## src/rtl/mod_range_counter_pkg.sv

```systemverilog
// Shared constants and step decoding for the bounded up/down counter.
// The optional BCD view (MOD_RANGE_COUNTER_BCD_EN) uses BCD_DIGIT_W from here.
package mod_range_counter_pkg;

  localparam int DEFAULT_W   = 8;
  localparam int DEFAULT_MIN = 1;
  localparam int DEFAULT_MAX = 12;
  localparam int BCD_DIGIT_W = 4;
  localparam int BCD_DIGITS  = 3;

  typedef enum logic [1:0] {
    STEP_HOLD,
    STEP_UP,
    STEP_DOWN,
    STEP_CONFLICT
  } step_op_e;

  function automatic step_op_e decode_step(input logic en, input logic up, input logic down);
    if (!en)            return STEP_HOLD;
    if (up && down)     return STEP_CONFLICT;
    if (up)             return STEP_UP;
    if (down)           return STEP_DOWN;
    return STEP_HOLD;
  endfunction

endpackage

```

## src/rtl/mod_range_counter_bin2bcd.sv

```systemverilog
// Combinational binary to three-digit BCD converter (shift-and-add-3).
// Values above 999 keep only the low three digits.
module mod_range_counter_bin2bcd
  import mod_range_counter_pkg::*;
#(
  parameter int W = DEFAULT_W
) (
  input  logic [W-1:0]                      i_bin,
  output logic [BCD_DIGITS*BCD_DIGIT_W-1:0] o_bcd
);

  localparam int BCD_W = BCD_DIGITS * BCD_DIGIT_W;

  logic [BCD_W+W-1:0] w_shift;

  always_comb begin
    w_shift = '0;
    w_shift[W-1:0] = i_bin;
    for (int i = 0; i < W; i++) begin
      for (int d = 0; d < BCD_DIGITS; d++) begin
        if (w_shift[W + d*BCD_DIGIT_W +: BCD_DIGIT_W] >= 4'd5)
          w_shift[W + d*BCD_DIGIT_W +: BCD_DIGIT_W] =
            w_shift[W + d*BCD_DIGIT_W +: BCD_DIGIT_W] + 4'd3;
      end
      w_shift = w_shift << 1;
    end
  end

  assign o_bcd = w_shift[W +: BCD_W];

endmodule

```

## src/rtl/mod_range_counter.sv

```systemverilog
// Up/down counter confined to [MIN,MAX] with wrap/saturate, load and event pulses.
// Define MOD_RANGE_COUNTER_BCD_EN to add the combinational 'bcd' output.
module mod_range_counter
  import mod_range_counter_pkg::*;
#(
  parameter int W   = DEFAULT_W,
  parameter int MIN = DEFAULT_MIN,
  parameter int MAX = DEFAULT_MAX
) (
  input  logic         clk,
  input  logic         rst,
  input  logic         en,
  input  logic         up,
  input  logic         down,
  input  logic         wrap,
  input  logic         load,
  input  logic [W-1:0] load_val,
  output logic [W-1:0] out,
  output logic         carry,
  output logic         borrow,
`ifdef MOD_RANGE_COUNTER_BCD_EN
  output logic         err,
  output logic [BCD_DIGITS*BCD_DIGIT_W-1:0] bcd
`else
  output logic         err
`endif
);

  if (!(MIN < MAX) || (longint'(MAX) >= (longint'(1) << W))) begin : g_bad_params
    $error("mod_range_counter: need MIN < MAX and MAX < 2**W");
  end

  localparam logic [W-1:0] MIN_V = W'(MIN);
  localparam logic [W-1:0] MAX_V = W'(MAX);

  logic [W-1:0] r_out;
  logic         r_carry;
  logic         r_borrow;
  logic         r_err;

  logic [W-1:0] w_next;
  logic         w_carry;
  logic         w_borrow;
  logic         w_err;
  step_op_e     w_op;

  assign w_op = decode_step(en, up, down);

  // NOTE: every output gets a default first so no path leaves one unassigned (no latches).
  always_comb begin
    w_next   = r_out;
    w_carry  = 1'b0;
    w_borrow = 1'b0;
    w_err    = 1'b0;
    if (load) begin
      if (load_val >= MIN_V && load_val <= MAX_V) begin
        w_next = load_val;
      end else begin
        w_next = MIN_V;
        w_err  = 1'b1;
      end
    end else begin
      unique case (w_op)
        STEP_UP: begin
          if (r_out < MAX_V) begin
            w_next = r_out + 1'b1;
          end else if (wrap) begin
            w_next  = MIN_V;
            w_carry = 1'b1;
          end
        end
        STEP_DOWN: begin
          if (r_out > MIN_V) begin
            w_next = r_out - 1'b1;
          end else if (wrap) begin
            w_next   = MAX_V;
            w_borrow = 1'b1;
          end
        end
        STEP_CONFLICT: w_err = 1'b1;
        default: ;
      endcase
    end
  end

  // NOTE: state is updated with non-blocking assignments so all registers sample the same edge.
  always_ff @(posedge clk) begin
    if (rst) begin
      r_out    <= MIN_V;
      r_carry  <= 1'b0;
      r_borrow <= 1'b0;
      r_err    <= 1'b0;
    end else begin
      r_out    <= w_next;
      r_carry  <= w_carry;
      r_borrow <= w_borrow;
      r_err    <= w_err;
    end
  end

  assign out    = r_out;
  assign carry  = r_carry;
  assign borrow = r_borrow;
  assign err    = r_err;

`ifdef MOD_RANGE_COUNTER_BCD_EN
  mod_range_counter_bin2bcd #(.W(W)) u_bin2bcd (
    .i_bin (r_out),
    .o_bcd (bcd)
  );
`endif

endmodule
```

## config.mk

```make
export PLATFORM = sky130hd
export DESIGN_NAME = mod_range_counter
export DESIGN_NICKNAME = d
export VERILOG_FILES = /design/src/rtl/mod_range_counter_pkg.sv /design/src/rtl/mod_range_counter_bin2bcd.sv /design/src/rtl/mod_range_counter.sv
export SDC_FILE = /design/constraint.sdc
export NUM_CORES = 1
export LEC_CHECK = 0
export CAP_MARGIN = 15
export CELL_PAD_IN_SITES_DETAIL_PLACEMENT = 0
export CELL_PAD_IN_SITES_GLOBAL_PLACEMENT = 1
export CORE_ASPECT_RATIO = 1.25
export CORE_UTILIZATION = 29
export CTS_CLUSTER_DIAMETER = 30
export DETAILED_ROUTE_END_ITERATION = 10
export PLACE_DENSITY = 0.85
export SLEW_MARGIN = 5
export SYNTH_ARGS = -nofsm -noshare
export SYNTH_HDL_FRONTEND = slang
export SYNTH_HIERARCHICAL = 1
export SYNTH_SLANG_ARGS = --single-unit
```

## constraint.sdc

```tcl
create_clock -name clk -period 1.9 [get_ports clk]
set_input_delay 0.475 -clock clk [delete_from_list [all_inputs] [get_ports clk]]
set_output_delay 0.475 -clock clk [all_outputs]
set_load 0.1 [all_outputs]
```

==> run summary <==
The flow ran to the end, and the final reports show no timing, DRC or antenna violations. The setup path with the least slack is of type in -> reg. The internal portion of the total power is 0.4723 mW.

The sum of routed wire length over all layers came out at around 2500 microns. In this run the critical register-to-register path is launched from out[1]. The total clock sinks came out at 11. The count of final max-slew check failures is 0. After synthesis, the mean cell area works out to between 8 and 9 sq um. The die footprint came out at around 3000 sq um.

In the finished design, the share of the clock period the worst path needs comes to 0.9864. The remaining antenna violation count after routing is 0. The worst setup path is captured at a register. Input and output buffers added on the ports amount to 25. The cts-stage hold buffer count is 0. The cell total after placement came out at 175. The worst slew slack as a fraction of its limit came out at 0.7881.

The number of failing setup endpoints in the final timing report came out at 0. The transition at the pin with the smallest max-transition slack is approximately 0.32 ns. The first detailed-routing pass took 4 iterations. The setup TNS after final layout is 0 ns. The clock-pin slew reported for the worst setup and hold paths after clock tree synthesis is roughly 0.08 ns. The max-capacitance violation count came out at 0.

The initial antenna violation count is 0. After synthesis, the netlist uses 36 different library cells. The worst hold path was traced through 3 stages. On the final layout, the worst hold slack is 0.5769 ns. The utilization of the core after routing is 0.5504. The commonest non-fill, non-tap cell in the layout is sky130_fd_sc_hd__buf_4. The height of the chip came out at around 61 microns. The number of CTS-inserted buffers is 3. Relative to the synthesized area, the layout overhead comes to 81.11%. Dividing the detail-routed via count by the number of cells gives 5.365. The worst setup path is launched from an input port. For this configuration, the core starts out at a cell density of 0.3039.

The worst register-to-register path ends at out[7]. For this run, the register share of the synthesized area comes to 0.2704. The worst IR drop on VDD is about 0.35 mV.

For this run, the number of standard cells in the final layout without fillers is ~180. The length in cells of the worst reg-to-reg path came out at 8. The total nets after synthesis came out at 118.

The required time of the critical path came out at around 2.1 ns. For hold timing, the worst endpoint is carry. The final count of hold timing violations was 0. The path class of the tightest hold or removal check is in -> reg. The depth of the CTS H-tree came out at 1. The core region is between 2000 and 3000 sq um. The row count came out at 21.

The number of top-level pins is 26. The fraction of layout cells with a size suffix above 1 is 0.4286. Summed over all cells, the static leakage comes to between 0.6 and 0.7 nW. The clock network fraction of total power came out at 0.227. The die width is 49.40 microns. The synthesis warning total came out at 6. The power density over the cells came out at 512.7 nW/um^2. The number of nets in the finished design is around 170. The worst hold path begins at up. The largest fanout on the critical path is 4.

The global route total overflow is 0. The register area came out at ~240 sq um. The proportion of power drawn by combinational gates came out at 0.422. The clock latency on the worst-skew pair is between 0.2 and 0.3 ns.

The half-perimeter wire length of the detailed placement result is approximately 1900 microns. The minimum setup slack among reg-to-reg paths came out at approximately 0.10 ns. Timing would allow up to roughly 530 MHz. The DRC marker count from the first detailed-route iteration came out at 37. The switching power summed over all nets is roughly 0.28 mW. The area after detailed placement came out at about 1400 sq um. The number of diodes added for antenna fixing is 0. The share of total power dissipated in sequential elements is 0.351. TritonCTS built the clock tree. The summed area of non-filler cells in the final layout is roughly 1500 sq um. The average wire length per cell after detail routing came out at around 14 microns. The worst setup margin is around 0.026 ns. In the final layout, the multi-input gates occupy 608.1 sq um. The final-layout fill cell count came out at around 250. The buffer cell driving the clock tree root is sky130_fd_sc_hd__clkbuf_4. The worst-case setup slack after placement came out at -0.3609 ns. In the layout the commonest cells are sky130_fd_sc_hd__buf_4 (22), sky130_fd_sc_hd__buf_12 (11), sky130_fd_sc_hd__clkdlybuf4s50_1 (9). The worst clock skew on the final layout came out at 0.003741 ns. The clock passes through at most 2 buffers.

The global-route usage over all layers came out at 0.1719. The final critical delay including setup and external delays is about 1.9 ns. The data arrival time of the critical path is 2.05 ns. The total power is about 0.76 mW. Entering global routing, the biggest net connects 11 pins.

The placer's final routability congestion estimate is 0.8395. Of the total power, the share spent switching nets is 0.3755. The register bit count reported by yosys came out at 11.

The cell area that synthesis handed to floorplanning was around 810 sq um. Summing over every cut layer, the via total after detailed routing is 971. The count of unresolved DRC violations after routing came out at 0.

The global-route wire length before repair came out at 3919 microns. The gate count after technology mapping is 100. The number of global-route vias before repair is roughly 930.
logic make-up after synthesis:
group,count (synthesis),share of synthesized area
AND/OR/NAND/NOR,41,0.3195
AO/OA/AOI/OAI,33,0.2949
flip-flops,11,0.2704
buffers and inverters,10,0.04761
adder cells (fa/ha/maj),3,0.04609
XOR/XNOR,2,0.02151
layer usage:
metal | track usage | routed length [microns] | up-vias
li1 | - | - | 482
met1 | 0.1956 | 991 | 456
met2 | 0.3170 | 1337 | 26
met3 | 0.02222 | 89 | 7
met4 | 0.09388 | 61 | 0
met5 | 0 | 0 | -
power by group through the flow:
stage / Combinational [mW] / Clock (mW) / Sequential, mW
after floorplan: 0.115 / 0 / 0.327
final: 0.319 / 0.172 / 0.265
after CTS: 0.309 / 0.174 / 0.265
after global placement: 0.302 / 0 / 0.270
after global routing: 0.341 / 0.184 / 0.268
after detailed placement: 0.308 / 0 / 0.270
timing repair:
item	in CTS	in global routing
setup buffers	1	1
resized for setup	0	12
endpoints found under the setup margin	4	6
pin swaps	3	5
cloned	0	0
cells in the mapped netlist:
cell type / number / area share
sky130_fd_sc_hd__and3_1: 1 / 0.0077
sky130_fd_sc_hd__or4_4: 2 / 0.028
sky130_fd_sc_hd__ha_1: 3 / 0.046
sky130_fd_sc_hd__nor2_1: 8 / 0.037
sky130_fd_sc_hd__or2_2: 1 / 0.0077
sky130_fd_sc_hd__o211ai_2: 1 / 0.015
sky130_fd_sc_hd__a32oi_1: 2 / 0.022
sky130_fd_sc_hd__a211oi_1: 2 / 0.018
sky130_fd_sc_hd__dfxtp_1: 11 / 0.27
sky130_fd_sc_hd__and2_1: 3 / 0.023
sky130_fd_sc_hd__a22oi_1: 1 / 0.0092
sky130_fd_sc_hd__o221a_2: 1 / 0.014
sky130_fd_sc_hd__a31o_2: 1 / 0.011
sky130_fd_sc_hd__or3_1: 1 / 0.0077
sky130_fd_sc_hd__a211o_1: 2 / 0.022
sky130_fd_sc_hd__nand4_1: 3 / 0.023
sky130_fd_sc_hd__nand2_1: 6 / 0.028
sky130_fd_sc_hd__xor2_1: 2 / 0.022
sky130_fd_sc_hd__a311oi_1: 2 / 0.022
sky130_fd_sc_hd__o31ai_1: 1 / 0.0092
sky130_fd_sc_hd__a41oi_1: 1 / 0.011
sky130_fd_sc_hd__nand3b_1: 3 / 0.028
sky130_fd_sc_hd__a31oi_1: 1 / 0.0077
sky130_fd_sc_hd__o211a_1: 2 / 0.025
sky130_fd_sc_hd__o21ai_0: 10 / 0.061
sky130_fd_sc_hd__nor4_4: 2 / 0.052
sky130_fd_sc_hd__a21oi_1: 5 / 0.031
sky130_fd_sc_hd__nor3_1: 7 / 0.043
sky130_fd_sc_hd__and2b_1: 1 / 0.0092
sky130_fd_sc_hd__inv_1: 6 / 0.028
sky130_fd_sc_hd__and3b_1: 1 / 0.011
sky130_fd_sc_hd__a2111oi_2: 1 / 0.018
sky130_fd_sc_hd__clkbuf_1: 2 / 0.0092
sky130_fd_sc_hd__nor4_1: 2 / 0.015
sky130_fd_sc_hd__buf_1: 1 / 0.0046
sky130_fd_sc_hd__buf_2: 1 / 0.0061
state kept, by name, indices dropped and copies added (netlist names):
signal,cells
borrow,1
carry,1
err,1
out,8
worst max-delay path by stage:
| stage | cells past startpoint | start | endpoint | slack [ns] |
|---|---|---|---|---|
| after CTS | 6 | load_val[7] | out[0] | 0.02 |
| after global placement | 6 | load_val[7] | out[3] | -0.32 |
| after floorplan | 5 | out[4] | out[0] | 0.004 |
| after detailed placement | 6 | load_val[7] | out[2] | -0.36 |
| after global routing | 7 | en | out[0] | -0.02 |
| final | 6 | en | out[0] | 0.03 |
layout make-up:
type,count,area share
timing repair buffer,47,0.3647
multi-input combinational,79,0.4122
clock buffer,4,0.01781
tap,34,0.02884
inverter,6,0.01527
sequential,11,0.1612
critical path: stages:
cell	delay, ns
sky130_fd_sc_hd__clkdlybuf4s50_1	0.49
sky130_fd_sc_hd__and3b_1	0.20
sky130_fd_sc_hd__nand4_1	0.21
sky130_fd_sc_hd__o211ai_2	0.28
sky130_fd_sc_hd__nand2_2	0.13
sky130_fd_sc_hd__a211o_1	0.26
(Power assumes the default switching activity.)
